[src/rtl/digit_scan_ctrl_pkg.sv]
// Shared definitions for the 4-digit display scan controller:
// state encoding, digit geometry and the slot-counter width helper.
package digit_scan_ctrl_pkg;

    typedef enum logic [1:0] {
        ST_IDLE  = 2'd0,
        ST_BLANK = 2'd1,
        ST_SHOW  = 2'd2
    } scan_state_t;

    localparam int DIGIT_CNT = 4;
    localparam int NIB_W     = 4;
    localparam int SEL_W     = 2;

    function automatic int cnt_width(input int div);
        return ($clog2(div) < 1) ? 1 : $clog2(div);
    endfunction

endpackage

[src/rtl/digit_scan_ctrl_if.sv]
// Control/data bundle between the scan controller and its host:
// run level and digit data in, decoder select/enable and nibble out.
interface digit_scan_ctrl_if;
    import digit_scan_ctrl_pkg::*;

    logic                         run;
    logic [DIGIT_CNT*NIB_W-1:0]   digits;
    logic [DIGIT_CNT-1:0]         dmask;
    logic [SEL_W-1:0]             sel;
    logic                         en;
    logic [NIB_W-1:0]             nibble;
    logic                         frame_tick;

    modport master (
        output run, digits, dmask,
        input  sel, en, nibble, frame_tick
    );

    modport slave (
        input  run, digits, dmask,
        output sel, en, nibble, frame_tick
    );

endinterface

[src/rtl/digit_scan_ctrl_slot_timer.sv]
// Modulo-CLK_DIV slot counter; flags the last blanking cycle and the last slot cycle.
module digit_scan_ctrl_slot_timer
    import digit_scan_ctrl_pkg::*;
#(
    parameter int CLK_DIV   = 50000,
    parameter int BLANK_CYC = 8
) (
    input  logic clk,
    input  logic rst,
    input  logic i_clr,
    input  logic i_inc,
    output logic o_blank_done,
    output logic o_slot_done
);

    localparam int                CNT_W         = cnt_width(CLK_DIV);
    localparam logic [CNT_W-1:0]  LP_SLOT_LAST  = CNT_W'(CLK_DIV - 1);
    localparam logic [CNT_W-1:0]  LP_BLANK_LAST = CNT_W'((BLANK_CYC > 0) ? BLANK_CYC - 1 : 0);

    logic [CNT_W-1:0] r_cnt;

    assign o_slot_done  = (r_cnt == LP_SLOT_LAST);
    // With no blanking window the BLANK state is never entered, so the flag stays low.
    assign o_blank_done = (BLANK_CYC != 0) && (r_cnt == LP_BLANK_LAST);

    always_ff @(posedge clk or posedge rst) begin
        if (rst) begin
            r_cnt <= '0;
        end else if (i_clr) begin
            r_cnt <= '0;
        end else if (i_inc) begin
            r_cnt <= o_slot_done ? '0 : r_cnt + 1'b1;
        end
    end

endmodule

[src/rtl/digit_scan_ctrl.sv]
// Time-multiplexed 4-digit scan controller driving a 2-to-4 decoder, with
// per-slot blanking and a once-per-frame shadow of the digit data and mask.
module digit_scan_ctrl
    import digit_scan_ctrl_pkg::*;
#(
    parameter int CLK_DIV   = 50000,
    parameter int BLANK_CYC = 8
) (
    input  logic              clk,
    input  logic              rst,
    digit_scan_ctrl_if.slave  bus
);

    localparam scan_state_t LP_SLOT_START = (BLANK_CYC == 0) ? ST_SHOW : ST_BLANK;
    localparam logic        LP_NO_BLANK   = (BLANK_CYC == 0);

    scan_state_t                 r_state;
    logic [SEL_W-1:0]            r_sel;
    logic                        r_en;
    logic                        r_tick;
    logic [NIB_W-1:0]            r_nibble;
    logic [DIGIT_CNT*NIB_W-1:0]  r_shadow_dig;
    logic [DIGIT_CNT-1:0]        r_shadow_mask;

    logic                        w_clr;
    logic                        w_inc;
    logic                        w_blank_done;
    logic                        w_slot_done;
    logic [SEL_W-1:0]            w_sel_nxt;
    logic                        w_wrap;
    logic [DIGIT_CNT*NIB_W-1:0]  w_dig_nxt;
    logic [DIGIT_CNT-1:0]        w_mask_nxt;

    // Counter is held at zero whenever scanning is stopped or about to stop.
    assign w_clr = (r_state == ST_IDLE) || !bus.run;
    assign w_inc = (r_state != ST_IDLE);

    digit_scan_ctrl_slot_timer #(
        .CLK_DIV   (CLK_DIV),
        .BLANK_CYC (BLANK_CYC)
    ) u_slot_timer (
        .clk          (clk),
        .rst          (rst),
        .i_clr        (w_clr),
        .i_inc        (w_inc),
        .o_blank_done (w_blank_done),
        .o_slot_done  (w_slot_done)
    );

    // A frame boundary is either a fresh start from IDLE or the 3->0 wrap; both reload the shadow.
    assign w_wrap     = (r_state == ST_IDLE) || (r_sel == SEL_W'(DIGIT_CNT - 1));
    assign w_sel_nxt  = (r_state == ST_IDLE) ? '0 : r_sel + 1'b1;
    assign w_dig_nxt  = w_wrap ? bus.digits : r_shadow_dig;
    assign w_mask_nxt = w_wrap ? bus.dmask  : r_shadow_mask;

    always_ff @(posedge clk or posedge rst) begin
        if (rst) begin
            r_state       <= ST_IDLE;
            r_sel         <= '0;
            r_en          <= 1'b0;
            r_tick        <= 1'b0;
            r_nibble      <= '0;
            r_shadow_dig  <= '0;
            r_shadow_mask <= '0;
        end else begin
            r_tick <= 1'b0;
            case (r_state)
                ST_IDLE, ST_BLANK, ST_SHOW: begin
                    if ((r_state != ST_IDLE) && !bus.run) begin
                        r_state <= ST_IDLE;
                        r_en    <= 1'b0;
                    end else if ((r_state == ST_IDLE && bus.run) ||
                                 (r_state != ST_IDLE && w_slot_done)) begin
                        r_state  <= LP_SLOT_START;
                        r_sel    <= w_sel_nxt;
                        r_nibble <= w_dig_nxt[NIB_W*w_sel_nxt +: NIB_W];
                        // en drops on the select change unless there is no blanking window.
                        r_en     <= LP_NO_BLANK && w_mask_nxt[w_sel_nxt];
                        if (w_wrap) begin
                            r_shadow_dig  <= bus.digits;
                            r_shadow_mask <= bus.dmask;
                            r_tick        <= 1'b1;
                        end
                    end else if (r_state == ST_BLANK && w_blank_done) begin
                        r_state <= ST_SHOW;
                        r_en    <= r_shadow_mask[r_sel];
                    end
                end
                default: begin
                    r_state <= ST_IDLE;
                    r_en    <= 1'b0;
                end
            endcase
        end
    end

    assign bus.sel        = r_sel;
    assign bus.en         = r_en;
    assign bus.nibble     = r_nibble;
    assign bus.frame_tick = r_tick;

endmodule

[src/flat_wrapper.sv]
// flat-port wrapper written by rule: the top's interface ports become plain ports
module digit_scan_ctrl_flat import digit_scan_ctrl_pkg::*;
#(
    parameter int CLK_DIV   = 50000,
    parameter int BLANK_CYC = 8
)
  (clk, rst, bus_run, bus_digits, bus_dmask, bus_sel, bus_en, bus_nibble, bus_frame_tick);
  digit_scan_ctrl_if bus_i ();
  input  logic clk;
  input  logic rst;
  input wire logic [$bits(bus_i.run)-1:0] bus_run;
  input wire logic [$bits(bus_i.digits)-1:0] bus_digits;
  input wire logic [$bits(bus_i.dmask)-1:0] bus_dmask;
  output wire logic [$bits(bus_i.sel)-1:0] bus_sel;
  output wire logic [$bits(bus_i.en)-1:0] bus_en;
  output wire logic [$bits(bus_i.nibble)-1:0] bus_nibble;
  output wire logic [$bits(bus_i.frame_tick)-1:0] bus_frame_tick;
  assign bus_i.run = bus_run;
  assign bus_i.digits = bus_digits;
  assign bus_i.dmask = bus_dmask;
  assign bus_sel = bus_i.sel;
  assign bus_en = bus_i.en;
  assign bus_nibble = bus_i.nibble;
  assign bus_frame_tick = bus_i.frame_tick;
  digit_scan_ctrl #(.CLK_DIV(CLK_DIV), .BLANK_CYC(BLANK_CYC)) u_core (.clk(clk), .rst(rst), .bus(bus_i));
endmodule
[config.mk]
export PLATFORM = sky130hd
export DESIGN_NAME = digit_scan_ctrl_flat
export DESIGN_NICKNAME = d
export VERILOG_FILES = /design/src/rtl/digit_scan_ctrl_pkg.sv /design/src/rtl/digit_scan_ctrl_if.sv /design/src/rtl/digit_scan_ctrl_slot_timer.sv /design/src/rtl/digit_scan_ctrl.sv /design/src/flat_wrapper.sv
export SDC_FILE = /design/constraint.sdc
export NUM_CORES = 1
export LEC_CHECK = 0
export CELL_PAD_IN_SITES_DETAIL_PLACEMENT = 0
export CELL_PAD_IN_SITES_GLOBAL_PLACEMENT = 1
export CORE_MARGIN = 2
export CORE_UTILIZATION = 49
export CTS_BUF_LIST = sky130_fd_sc_hd__clkbuf_8
export DETAILED_ROUTE_END_ITERATION = 16
export PLACE_DENSITY_LB_ADDON = 0.08
export SYNTH_ARGS = -nofsm -noshare
export SYNTH_HDL_FRONTEND = slang
export SYNTH_SLANG_ARGS = --single-unit
[constraint.sdc]
create_clock -name clk -period 5.3 [get_ports clk]
set_clock_uncertainty 0.2 [all_clocks]
set_input_delay 0.795 -clock clk [delete_from_list [all_inputs] [get_ports clk]]
set_output_delay 0.795 -clock clk [all_outputs]
set_load 0.02 [all_outputs]
==> metrics.txt, run 1 <==
Detail Route Antenna Nets 0; worst vdd ir 195 uV; diode count 0; TritonRoute pass-1 iters 4; Pint 0.660 mW; Worst Tran Pin Value 0.851 ns; layout cell share with drive strength beyond 1 18.5%; Synthesis Warnings 0; Starting Density 51.2%; Crit Path Class reg -> reg; TNS Setup 0 ns; f_max 329 MHz; vias 1723; #FFs+latches synth 46; top cells by count, synth dfrtp_1 (46), nor2_1 (22), mux2_4 (19); Worst Path Arrival 3.02 ns; RSZ-0062 raised after global routing false; crit path from u_core.bus.sel[0]; Hold Path Origin u_core.u_slot_timer.r_cnt[0]; Final Max Slew Viols 0; number of global-route vias before repair 1784; clk root buf clkbuf_8; post-synth top area cell dfrtp_1; Tmin final 3.04 ns; Post-synth ARST share 100%; Yosys top cell area share 47.0%; Post-synth EDFFs 0; endpoint class of the critical path flop; Worst-path clk slew 0.09 ns; Final Cell Area 2880 um2; Tcrit/Tclk final 57.3%; Initial DRC Count 75; Max-slew headroom 43.3%; maxcap violations 0; htree depth 2; status finished clean; Finished Layout Cells 310; crit path max fanout 21; Synth Instances 214; WHS 0.300 ns; Switch Pwr 0.262 mW; largest net degree at the start of global routing 47; Syn Std Cell Area 2450 um2; mean routed wirelength per cell 15.8 um; setup bufs post-CTS 0; worst path required time 5.28 ns; initial antenna violation count 0; clock power share 23.7%; Setup-failing EPs final 0; Die Y 74.7 um; cts hold-fix bufs 0; Distinct cells, synth 39; post-synthesis sequential area ratio 47.0%; post-CTS sizing 0; placed cells 302; Mapped Avg Cell Area 11.4 um2; Layout Nets 268; ys flop type dfrtp_1; Post-DP HPWL 3480 um; total CTS buffers 5; Placer Congestion 0.894; LEAKAGE 1.17 nW; Combinational Power Share 28.4%; clk buf depth 2; final hold viol count 0; fin worst setup slack 2.26 ns; CP Launch Type flop; port bufs 30; PD cells 320 nW/um2; leading post-synthesis cells by cell area dfrtp_1 (47%), mux2_4 (12%), mux2_2 (4.6%); grt total ovfl 0; core area 4790 um2; top-count cell post-synth dfrtp_1; Total Wirelength 4900 um; Via density 5.56; drt drc 0; total track usage 19.5%; share of power burned in registers 47.9%; CTS tree yes; die area 5580 um2; Area after DPL 2790 um2; # IOs 31; first-pass GRT wire length 8200 um; Clk Latency, worst-skew pair 0.30 ns; Rows 25; Synth-to-Final Area Change 17.5%; die span in x 74.7 um; post-placement setup slack 2.27 ns; Hold WC Path Type reg -> reg; clock sink count 46; FF-to-FF Start u_core.bus.sel[0]; syn nets 240; switch share 28.4%
==> routing by layer <==
| layer | GRT usage, % | part of all wire, % | vias up |
|---|---|---|---|
| met5 | 0 | 0 | - |
| met4 | 6.75 | 1.6 | 0 |
| met3 | 4.42 | 3.7 | 7 |
| met2 | 32.9 | 51 | 43 |
| met1 | 24.6 | 44 | 855 |
| li1 | - | - | 818 |
==> critical path, cell delays in order, from the launching register on <==
cell	delay [ns]
dfrtp_1	0.63
ha_1	0.80
mux2_2	0.42
a221o_1	0.36
a32o_1	0.26
mux2_2	0.26
==> through the flow <==
| stage | power [mW] | utilization (%) |
|---|---|---|
| 2_1_floorplan | 0.622 | - |
| 3_3_place_gp | 0.703 | 58.2 |
| 3_5_place_dp | 0.707 | 58.2 |
| 4_1_cts | 0.927 | 60.1 |
| 5_1_grt | 0.972 | 60.1 |
| 6_report | 0.921 | 60.1 |
==> power by group through the flow <==
stage	clock [mW]	combinational, mW	sequential (mW)
after global routing	0.244	0.280	0.448
after global placement	0	0.256	0.447
after detailed placement	0	0.261	0.446
after CTS	0.224	0.263	0.441
final	0.218	0.262	0.441
after floorplan	0	0.171	0.451
==> path summary, 6_finish.rpt <==
check                                                to  slack (ns)  cells after the start
hold reg to reg            u_core.u_slot_timer.r_cnt[0]        0.30                      1
hold / removal             u_core.u_slot_timer.r_cnt[0]        0.30                      1
setup reg to reg                   u_core.bus.nibble[0]        2.26                      5
max in group asynchronous          u_core.bus.nibble[2]        3.75                      3
setup / recovery                   u_core.bus.nibble[0]        2.26                      5
min in group asynchronous        u_core.r_shadow_dig[5]        0.75                      3
==> cells by family after synthesis <==
| family | Yosys count | synth area share, % |
|---|---|---|
| flip-flops | 46 | 47.0 |
| adder cells (fa/ha/maj) | 3 | 1.53 |
| AO/OA/AOI/OAI | 29 | 8.68 |
| AND/OR/NAND/NOR | 67 | 13.2 |
| XOR/XNOR | 15 | 5.36 |
| multiplexers | 40 | 21.2 |
| buffers and inverters | 14 | 3.01 |
==> final cells by class <==
type,instances,area [um2]
Fill cell,401,1910
Multi-Input combinational cell,154,1220
Sequential cell,46,1150
Timing Repair Buffer,32,315
Tap cell,67,83.8
Clock buffer,6,82.6
Inverter,3,11.3
Clock inverter,2,8.76
==> sequential cells by signal, indices dropped and copies added (netlist names) <==
signal                     flops
u_core.r_shadow_dig           16
u_core.u_slot_timer.r_cnt     16
u_core.bus.nibble              4
u_core.r_shadow_mask           4
u_core.bus.sel                 2
u_core.r_state                 2
u_core.bus.en                  1
u_core.bus.frame_tick          1
==> cell usage in the layout, fill, tap and decap left out <==
cell / netlist / routed
dfrtp_1: 46 / 46
clkdlybuf4s50_1: 0 / 30
nor2_1: 22 / 22
mux2_4: 19 / 19
nand2_1: 15 / 15
nand3_1: 12 / 12
mux2i_1: 10 / 10
mux2_2: 10 / 10
o21ai_0: 9 / 9
xnor2_1: 8 / 8
xor2_1: 7 / 7
clkbuf_8: 0 / 6
a21oi_1: 4 / 4
a221o_1: 4 / 4
a32o_1: 4 / 4
nor3_1: 3 / 3
inv_1: 3 / 3
nor4_1: 3 / 3
ha_1: 3 / 3
nor2_2: 2 / 2
a21boi_0: 2 / 2
o21a_1: 2 / 2
nand4_1: 2 / 2
buf_4: 0 / 2
nor4_2: 1 / 1
o41a_1: 1 / 1
and3_1: 1 / 1
and4_1: 1 / 1
nand3b_1: 1 / 1
o41ai_1: 1 / 1
and2_1: 1 / 1
a31o_2: 1 / 1
mux4_2: 1 / 1
a221oi_1: 1 / 1
nor2b_1: 1 / 1
clkinv_1: 0 / 1
and3_2: 1 / 1
and4_2: 1 / 1
clkinv_2: 0 / 1
(Power assumes the default switching activity.)
==> inputs of run 2 (changes only) <==
--- a/config.mk
+++ b/config.mk
@@ -8,7 +8,7 @@
 export CELL_PAD_IN_SITES_DETAIL_PLACEMENT = 0
 export CELL_PAD_IN_SITES_GLOBAL_PLACEMENT = 1
 export CORE_MARGIN = 2
-export CORE_UTILIZATION = 49
+export CORE_UTILIZATION = 46
 export CTS_BUF_LIST = sky130_fd_sc_hd__clkbuf_8
 export DETAILED_ROUTE_END_ITERATION = 16
 export PLACE_DENSITY_LB_ADDON = 0.08
==> constraint.sdc (replaced) <==
create_clock -name clk -period 2.9 [get_ports clk]
set_clock_uncertainty 0.2 [all_clocks]
set_input_delay 0.435 -clock clk [delete_from_list [all_inputs] [get_ports clk]]
set_output_delay 0.435 -clock clk [all_outputs]
set_load 0.02 [all_outputs]
==> run 2 against run 1 <==
- critical path depth grew 1
- first-iteration DRC count down 5.3%
- sequential power up 80%
- core utilization shrank 3.0 points
- global-route usage shrank 1.6 points
- largest power group unchanged
- die area increased by 6.2%
- wire length up 0.65%
- largest cell class unchanged
- non-clock buffer count up 3
- final cell count increased by 1.9%
==> metrics.txt, run 2 (synthesized netlist as in run 1, its figures left out) <==
switch share 28.4%; Die Y 77.0 um; Via density 5.47; largest net degree at the start of global routing 22; worst path required time 2.88 ns; Largest regs u_core.r_shadow_dig: 16 flops, u_core.u_slot_timer.r_cnt: 16 flops; total CTS buffers 5; first-pass GRT wire length 8540 um; TritonRoute pass-1 iters 4; FF-to-FF Start u_core.u_slot_timer.r_cnt[10]; Crit Path Class reg -> reg; Switch Pwr 0.482 mW; Hold WC Path Type in -> async; Worst Tran Pin Value 0.632 ns; Total Wirelength 4940 um; Final Max Slew Viols 0; Worst Path Arrival 2.40 ns; vias 1728; worst vdd ir 320 uV; layout cell share with drive strength beyond 1 19.5%; final hold viol count 0; total track usage 17.9%; Pint 1.21 mW; CP Launch Type flop; Synth-to-Final Area Change 19.1%; Layout Nets 271; commonest non-fill, non-tap cell in the layout dfrtp_1; diode count 0; Starting Density 48.0%; endpoint class of the critical path flop; crit path max fanout 21; critical path capture point u_core.r_shadow_dig[1]; Detail Route Antenna Nets 0; FF-to-FF path depth 6; initial antenna violation count 0; Area after DPL 2830 um2; Max-slew headroom 57.5%; CP cell instances nor4_2, nand2_1, o41a_1, nor2_2, buf_12, mux2_2; drt drc 0; number of global-route vias before repair 1813; TNS Setup 0 ns; CP top delay family simple AND/OR/NAND/NOR gates; WHS 0.201 ns; Worst-path clk slew 0.08 ns; die span in x 77.0 um; LEAKAGE 1.19 nW; # IOs 31; core area 5110 um2; post-layout util 57.1%; post-CTS sizing 0; die area 5930 um2; clock power share 23.6%; grt total ovfl 0; clk root buf clkbuf_8; CP max stage delay 0.49 ns; clock sink count 46; Tcrit/Tclk final 83.5%; Crit-path slowest cell o41a_1; Combinational Power Share 29.7%; Placer Congestion 0.814; htree depth 2; Setup-failing EPs final 0; f_max 413 MHz; Tmin final 2.42 ns; share of power burned in registers 46.7%; Clk Latency, worst-skew pair 0.29 ns; Rows 26; worst r2r dst u_core.r_shadow_dig[1]; Post-DP HPWL 3630 um; status finished clean; RSZ-0062 raised after global routing false; setup bufs post-CTS 0; port bufs 30; layout filler cell count 431; maxcap violations 0; flop2flop setup slack 0.48 ns; CP Depth 6; most frequent cells in the layout dfrtp_1 (46), clkdlybuf4s50_1 (30), nor2_1 (22); PD cells 582 nW/um2; Final Cell Area 2920 um2; CTS tree yes; mean routed wirelength per cell 15.6 um; Worst Path Buf+Inv 1; cts hold-fix bufs 0; Initial DRC Count 71; clk buf depth 2; crit path from u_core.u_slot_timer.r_cnt[10]
-- run 2: per-stage QoR --
stage | cells | setup WS [ns] | total power, mW
6_report | 316 | 0.480 | 1.70
3_5_place_dp | 308 | 0.339 | 1.31
2_1_floorplan | 214 | 0.525 | 1.14
5_1_grt | 316 | 0.324 | 1.79
3_3_place_gp | 308 | 0.418 | 1.29
4_1_cts | 316 | 0.462 | 1.72
-- run 2: how the worst min path moves through the flow --
| stage | endpoint | slack [ns] | depth (start not counted) |
|---|---|---|---|
| 6_report | u_core.r_shadow_dig[5] | 0.20 | 2 |
| 5_1_grt | u_core.r_shadow_dig[5] | 0.25 | 2 |
| 4_1_cts | u_core.r_shadow_dig[5] | 0.21 | 2 |
| 3_5_place_dp | u_core.u_slot_timer.r_cnt[0] | 0.29 | 1 |
| 3_3_place_gp | u_core.u_slot_timer.r_cnt[0] | 0.28 | 1 |
| 2_1_floorplan | u_core.u_slot_timer.r_cnt[0] | 0.26 | 1 |
-- run 2: power by group through the flow --
stage	registers, mW	clock network [mW]	logic (mW)
5_1_grt	0.805	0.447	0.538
6_report	0.792	0.401	0.504
3_3_place_gp	0.799	0	0.495
2_1_floorplan	0.824	0	0.312
3_5_place_dp	0.801	0	0.505
4_1_cts	0.791	0.419	0.507
-- run 2: layout make-up --
class,instances,area [um2],share of cell area (%)
timing repair buffer,35,350,12.0
sequential,46,1150,39.5
clock inverter,2,8.76,0.300
clock buffer,6,82.6,2.83
tap,70,87.6,3.00
inverter,3,11.3,0.386
multi-input combinational,154,1220,42.0
-- run 2: routing by layer --
| metal | track usage [%] | up-vias | wire length (um) |
|---|---|---|---|
| met2 | 30.9 | 40 | 2580 |
| met5 | 0 | - | 0 |
| met1 | 22.8 | 857 | 2160 |
| li1 | - | 829 | - |
| met4 | 5.00 | 0 | 18 |
| met3 | 3.65 | 2 | 177 |
==> patch 1: new RTL, flow settings as in run 2 <==
Encoding of `scan_state_t`: now one-hot (3 bits for 3 states).
--- a/src/rtl/digit_scan_ctrl_pkg.sv
+++ b/src/rtl/digit_scan_ctrl_pkg.sv
@@ -3,8 +3,8 @@
 package digit_scan_ctrl_pkg;
 
-    typedef enum logic [1:0] {
-        ST_IDLE  = 2'd0,
-        ST_BLANK = 2'd1,
-        ST_SHOW  = 2'd2
+    typedef enum logic [2:0] {
+        ST_IDLE  = 3'b001,
+        ST_BLANK = 3'b010,
+        ST_SHOW  = 3'b100
     } scan_state_t;
 
Check against the original RTL: same outputs for any inputs over 10 cycles, from zero or initial values and one cycle with rst high; not proved beyond that.
==> patch 1 against run 2 <==
- total power grew 34%
- sequential power up 22%
- sequential cell count rose by 1
- count of clock-buffer cells in the layout down 1
- worst setup slack got worse by 0.12 ns
- design area fell by 1.2%
- area after synthesis shrank 1.5%
- routed wire length rose by 1.4%
==> patch 1: results (changes against run 2) <==
first-pass GRT wire length: 8.87 mm (+4.0%)
Yosys cell types: 38 (-2.6%)
hpwl dp: 3.62 mm (-0.44%)
CP max-delay cell: dfrtp_1
Clk Latency, worst-skew pair: 0.30 ns
Crit path arrival time: 2.52 ns (+0.12 ns)
Placed Area: 0.00280 mm2 (-1.0%)
Synth area leaders: dfrtp_1, mux2_4, mux4_2
largest net degree at the start of global routing: 23 (+4.5%)
fraction of layout cells with a size suffix above 1: 19.0% (-0.50 points)
Lkg Pwr: 0.00124 uW (+4.0%)
synth cell count leaders: dfrtp_1, nor2_1, mux2_4
run status: completed
GPL Wtd Cong: 0.887 (+8.9%)
r2r setup slk: 0.36 ns (-0.12 ns)
sequential share of the synthesized area: 48.8% (+1.8 points)
NumNets Final: 267 (-1.5%)
CP max stage delay: 0.43 ns (-0.06 ns)
Fmax: 393 MHz (-4.9%)
number of global-route vias before repair: 1825 (+0.66%)
total vias in the final route: 1707 (-1.2%)
First DRT Iteration DRCs: 81 (+14%)
total track usage: 18.9% (+1.1 points)
syn_nets: 233 (-2.9%)
Max VDD drop: 0.000488 V (+52%)
Filler cells: 461 (+7.0%)
max_slew headroom: 42.3% (-15 points)
WL per Instance: 16.0 um (+2.7%)
Regs by FF count: u_core.r_shadow_dig: 16 flops, u_core.u_slot_timer.r_cnt: 16 flops
==> patch 1: cell types whose count changed in the layout (fill, tap and decap cells not counted), sizes merged, moves of 5 or more <==
cell,change
nand3,-8
nor3b,+5
mux2,-9
inv,+6
mux2i,-9
==> patch 1: logic make-up (layout without fill, tap and decap cells) <==
group | Yosys count | in the layout | share of synthesized area, %
compound gates | 27 | 27 | 8.09
xor+xnor | 14 | 14 | 5.08
fa+ha+maj | 3 | 3 | 1.56
buf+inv | 17 | 52 | 3.27
flops | 47 | 47 | 48.8
mux | 26 | 26 | 17.4
simple gates | 73 | 73 | 15.8
==> patch 1: where the power goes <==
part	switching [uW]	leakage [uW]	total (uW)	internal, uW
clock network	228	0.0000453	393	166
registers	117	0.000601	967	850
logic	382	0.000593	913	531
total	727	0.00124	2270	1550
==> patch 1: layout make-up <==
cell class	count	area share (%)
Tap cell	70	3.04
Inverter	8	1.04
Clock inverter	3	0.564
Multi-Input combinational cell	143	40.1
Timing Repair Buffer	36	12.0
Sequential cell	47	40.9
Clock buffer	5	2.39
==> patch 1: worst max-delay path: cells and delay by family (launching register included) <==
| kind | cells | cell delay, ns |
|---|---|---|
| and+or+nand+nor | 2 | 0.45 |
| muxes | 1 | 0.41 |
| AOI/OAI and AO/OA | 2 | 0.75 |
| DFF | 1 | 0.43 |
| adders and majority gates | 1 | 0.18 |
==> patch 1: path summary, 6_finish.rpt <==
| check | cells after the start | startpoint | to |
|---|---|---|---|
| min in group clk | 2 | u_core.bus.nibble[3] | u_core.bus.nibble[3] |
| worst min register to register | 2 | u_core.bus.nibble[3] | u_core.bus.nibble[3] |
| worst min-delay path | 2 | rst | u_core.r_shadow_mask[0] |
| worst max-delay path | 6 | u_core.u_slot_timer.r_cnt[0] | u_core.r_shadow_dig[3] |
| max in group asynchronous | 3 | rst | u_core.u_slot_timer.r_cnt[7] |
| worst max register to register | 6 | u_core.u_slot_timer.r_cnt[0] | u_core.r_shadow_dig[3] |
==> patch 1: per-layer routing <==
| metal | track usage, % | wire length, um |
|---|---|---|
| met2 | 34.3 | 2730 |
| met4 | 5.64 | 34 |
| met1 | 22.5 | 2100 |
| met5 | 0 | 0 |
| met3 | 4.15 | 140 |
==> patch 1: stage by stage <==
step / power (uW) / hold WS, ns / cells / utilization (%)
2_1_floorplan: 1630 / 0.273 / 207 / -
3_3_place_gp: 1870 / 0.272 / 304 / 55.1
3_5_place_dp: 1900 / 0.282 / 304 / 55.1
4_1_cts: 2300 / 0.277 / 312 / 56.8
5_1_grt: 2430 / 0.293 / 312 / 56.8
6_report: 2270 / 0.258 / 312 / 56.8
==> patch 2: new RTL, config.mk and constraints of run 2 <==
Made on the original files. `CLK_DIV` is set to 50000 in 3 places; all go to 200000.
--- a/src/rtl/digit_scan_ctrl_slot_timer.sv
+++ b/src/rtl/digit_scan_ctrl_slot_timer.sv
@@ -3,5 +3,5 @@
     import digit_scan_ctrl_pkg::*;
 #(
-    parameter int CLK_DIV   = 50000,
+    parameter int CLK_DIV   = 200000,
     parameter int BLANK_CYC = 8
 ) (
--- a/src/rtl/digit_scan_ctrl.sv
+++ b/src/rtl/digit_scan_ctrl.sv
@@ -4,5 +4,5 @@
     import digit_scan_ctrl_pkg::*;
 #(
-    parameter int CLK_DIV   = 50000,
+    parameter int CLK_DIV   = 200000,
     parameter int BLANK_CYC = 8
 ) (
--- a/src/flat_wrapper.sv
+++ b/src/flat_wrapper.sv
@@ -2,5 +2,5 @@
 module digit_scan_ctrl_flat import digit_scan_ctrl_pkg::*;
 #(
-    parameter int CLK_DIV   = 50000,
+    parameter int CLK_DIV   = 200000,
     parameter int BLANK_CYC = 8
 )
Formal check against the unedited RTL: no difference found for any inputs over 10 cycles, from zero or initial values and one cycle with rst high; that may be too few to reach the edited logic, so the function may still have changed.
==> patch 2 against run 2 <==
- sequential cell count grew 2
- global-route usage grew 0.36 points
- sequential power grew 2.9%
- routed wire length grew 4.4%
- utilization grew 1.1 points
- cell count grew 1.3%
- area after synthesis grew 1.4%
- total power grew 3.6%
- design area grew 3.3%
- worst setup slack lost 0.00095 ns
- critical endpoint is now u_core.r_shadow_dig[11]
- largest cell class unchanged
==> patch 2: results (changes against run 2) <==
run status: completed
Clock-cell share: 4.03% (+0.90 points)
Least-Margin Pin Slew: 0.641 ns (+0.00929 ns)
dpl cells: 312 (+1.3%)
Synth area leaders: dfrtp_1, mux2_4, nor2_1
compound-cell area share of the yosys netlist: 7.70% (-0.98 points)
synth cell count leaders: dfrtp_1, nor2_1, mux2_4
CP max-delay cell: or4_4
R2R depth: 7 (+1)
NumNets Final: 275 (+1.5%)
Yosys cell types: 42 (+7.7%)
multiplexer area fraction after synthesis: 18.5% (-2.7 points)
buffering overhead: 12.0% (-0.047 points)
Logic power comb: 431 uW (-14%)
WL per Instance: 16.1 um (+3.1%)
number of global-route vias before repair: 1837 (+1.3%)
largest net degree at the start of global routing: 30 (+36%)
Final Non-Filler Cells: 320 (+1.3%)
CTS clk-pin slew, worst paths: 0.10 ns (+0.02 ns)
Adder-Cell Fraction of Synth Area: 1.51% (-0.022 points)
Regs by FF count: u_core.u_slot_timer.r_cnt: 18 flops, u_core.r_shadow_dig: 16 flops
First DRT Iteration DRCs: 65 (-8.5%)
bufs w/o clock: 38 (+8.6%)
GPL Wtd Cong: 0.751 (-7.7%)
Reg-to-Reg Start: u_core.u_slot_timer.r_cnt[0]
#MultiIn Comb: 151 (-1.9%)
r2r setup slk: 0.48 ns (about the same)
Finished Cell Area: 0.00301 mm2 (+3.3%)
multi-input logic area: 0.00122 mm2 (-0.20%)
syn_nets: 237 (-1.3%)
Switching Fraction: 26.6% (-1.9 points)
R2R Path End: u_core.r_shadow_dig[11]
number of vias per cell: 5.43 (-0.79%)
-- patch 2: cell types whose count changed after synthesis, sizes merged, moves of 4 or more --
cell     delta
a2111oi     +4
a32o        -4
buf         -4
mux2        -6
mux2i       -6
nand2       -6
o21ai       -5
xor2        +4
-- patch 2: per-layer routing --
| metal | wire length, um | GRT usage (%) | share of wire [%] | up-vias |
|---|---|---|---|---|
| li1 | - | - | - | 838 |
| met1 | 2230 | 22.3 | 43 | 857 |
| met2 | 2710 | 32.3 | 53 | 35 |
| met3 | 151 | 3.26 | 2.9 | 6 |
| met4 | 51 | 6.43 | 0.99 | 0 |
| met5 | 0 | 0 | 0 | - |
-- patch 2: worst register-to-register path: cells and delay by family (launching register included) --
family / cells / cell delay (ns)
AO/OA/AOI/OAI: 2 / 0.24
buffers and inverters: 2 / 0.32
AND/OR/NAND/NOR: 1 / 0.57
multiplexers: 1 / 0.35
adder cells (fa/ha/maj): 1 / 0.19
flip-flops: 1 / 0.42
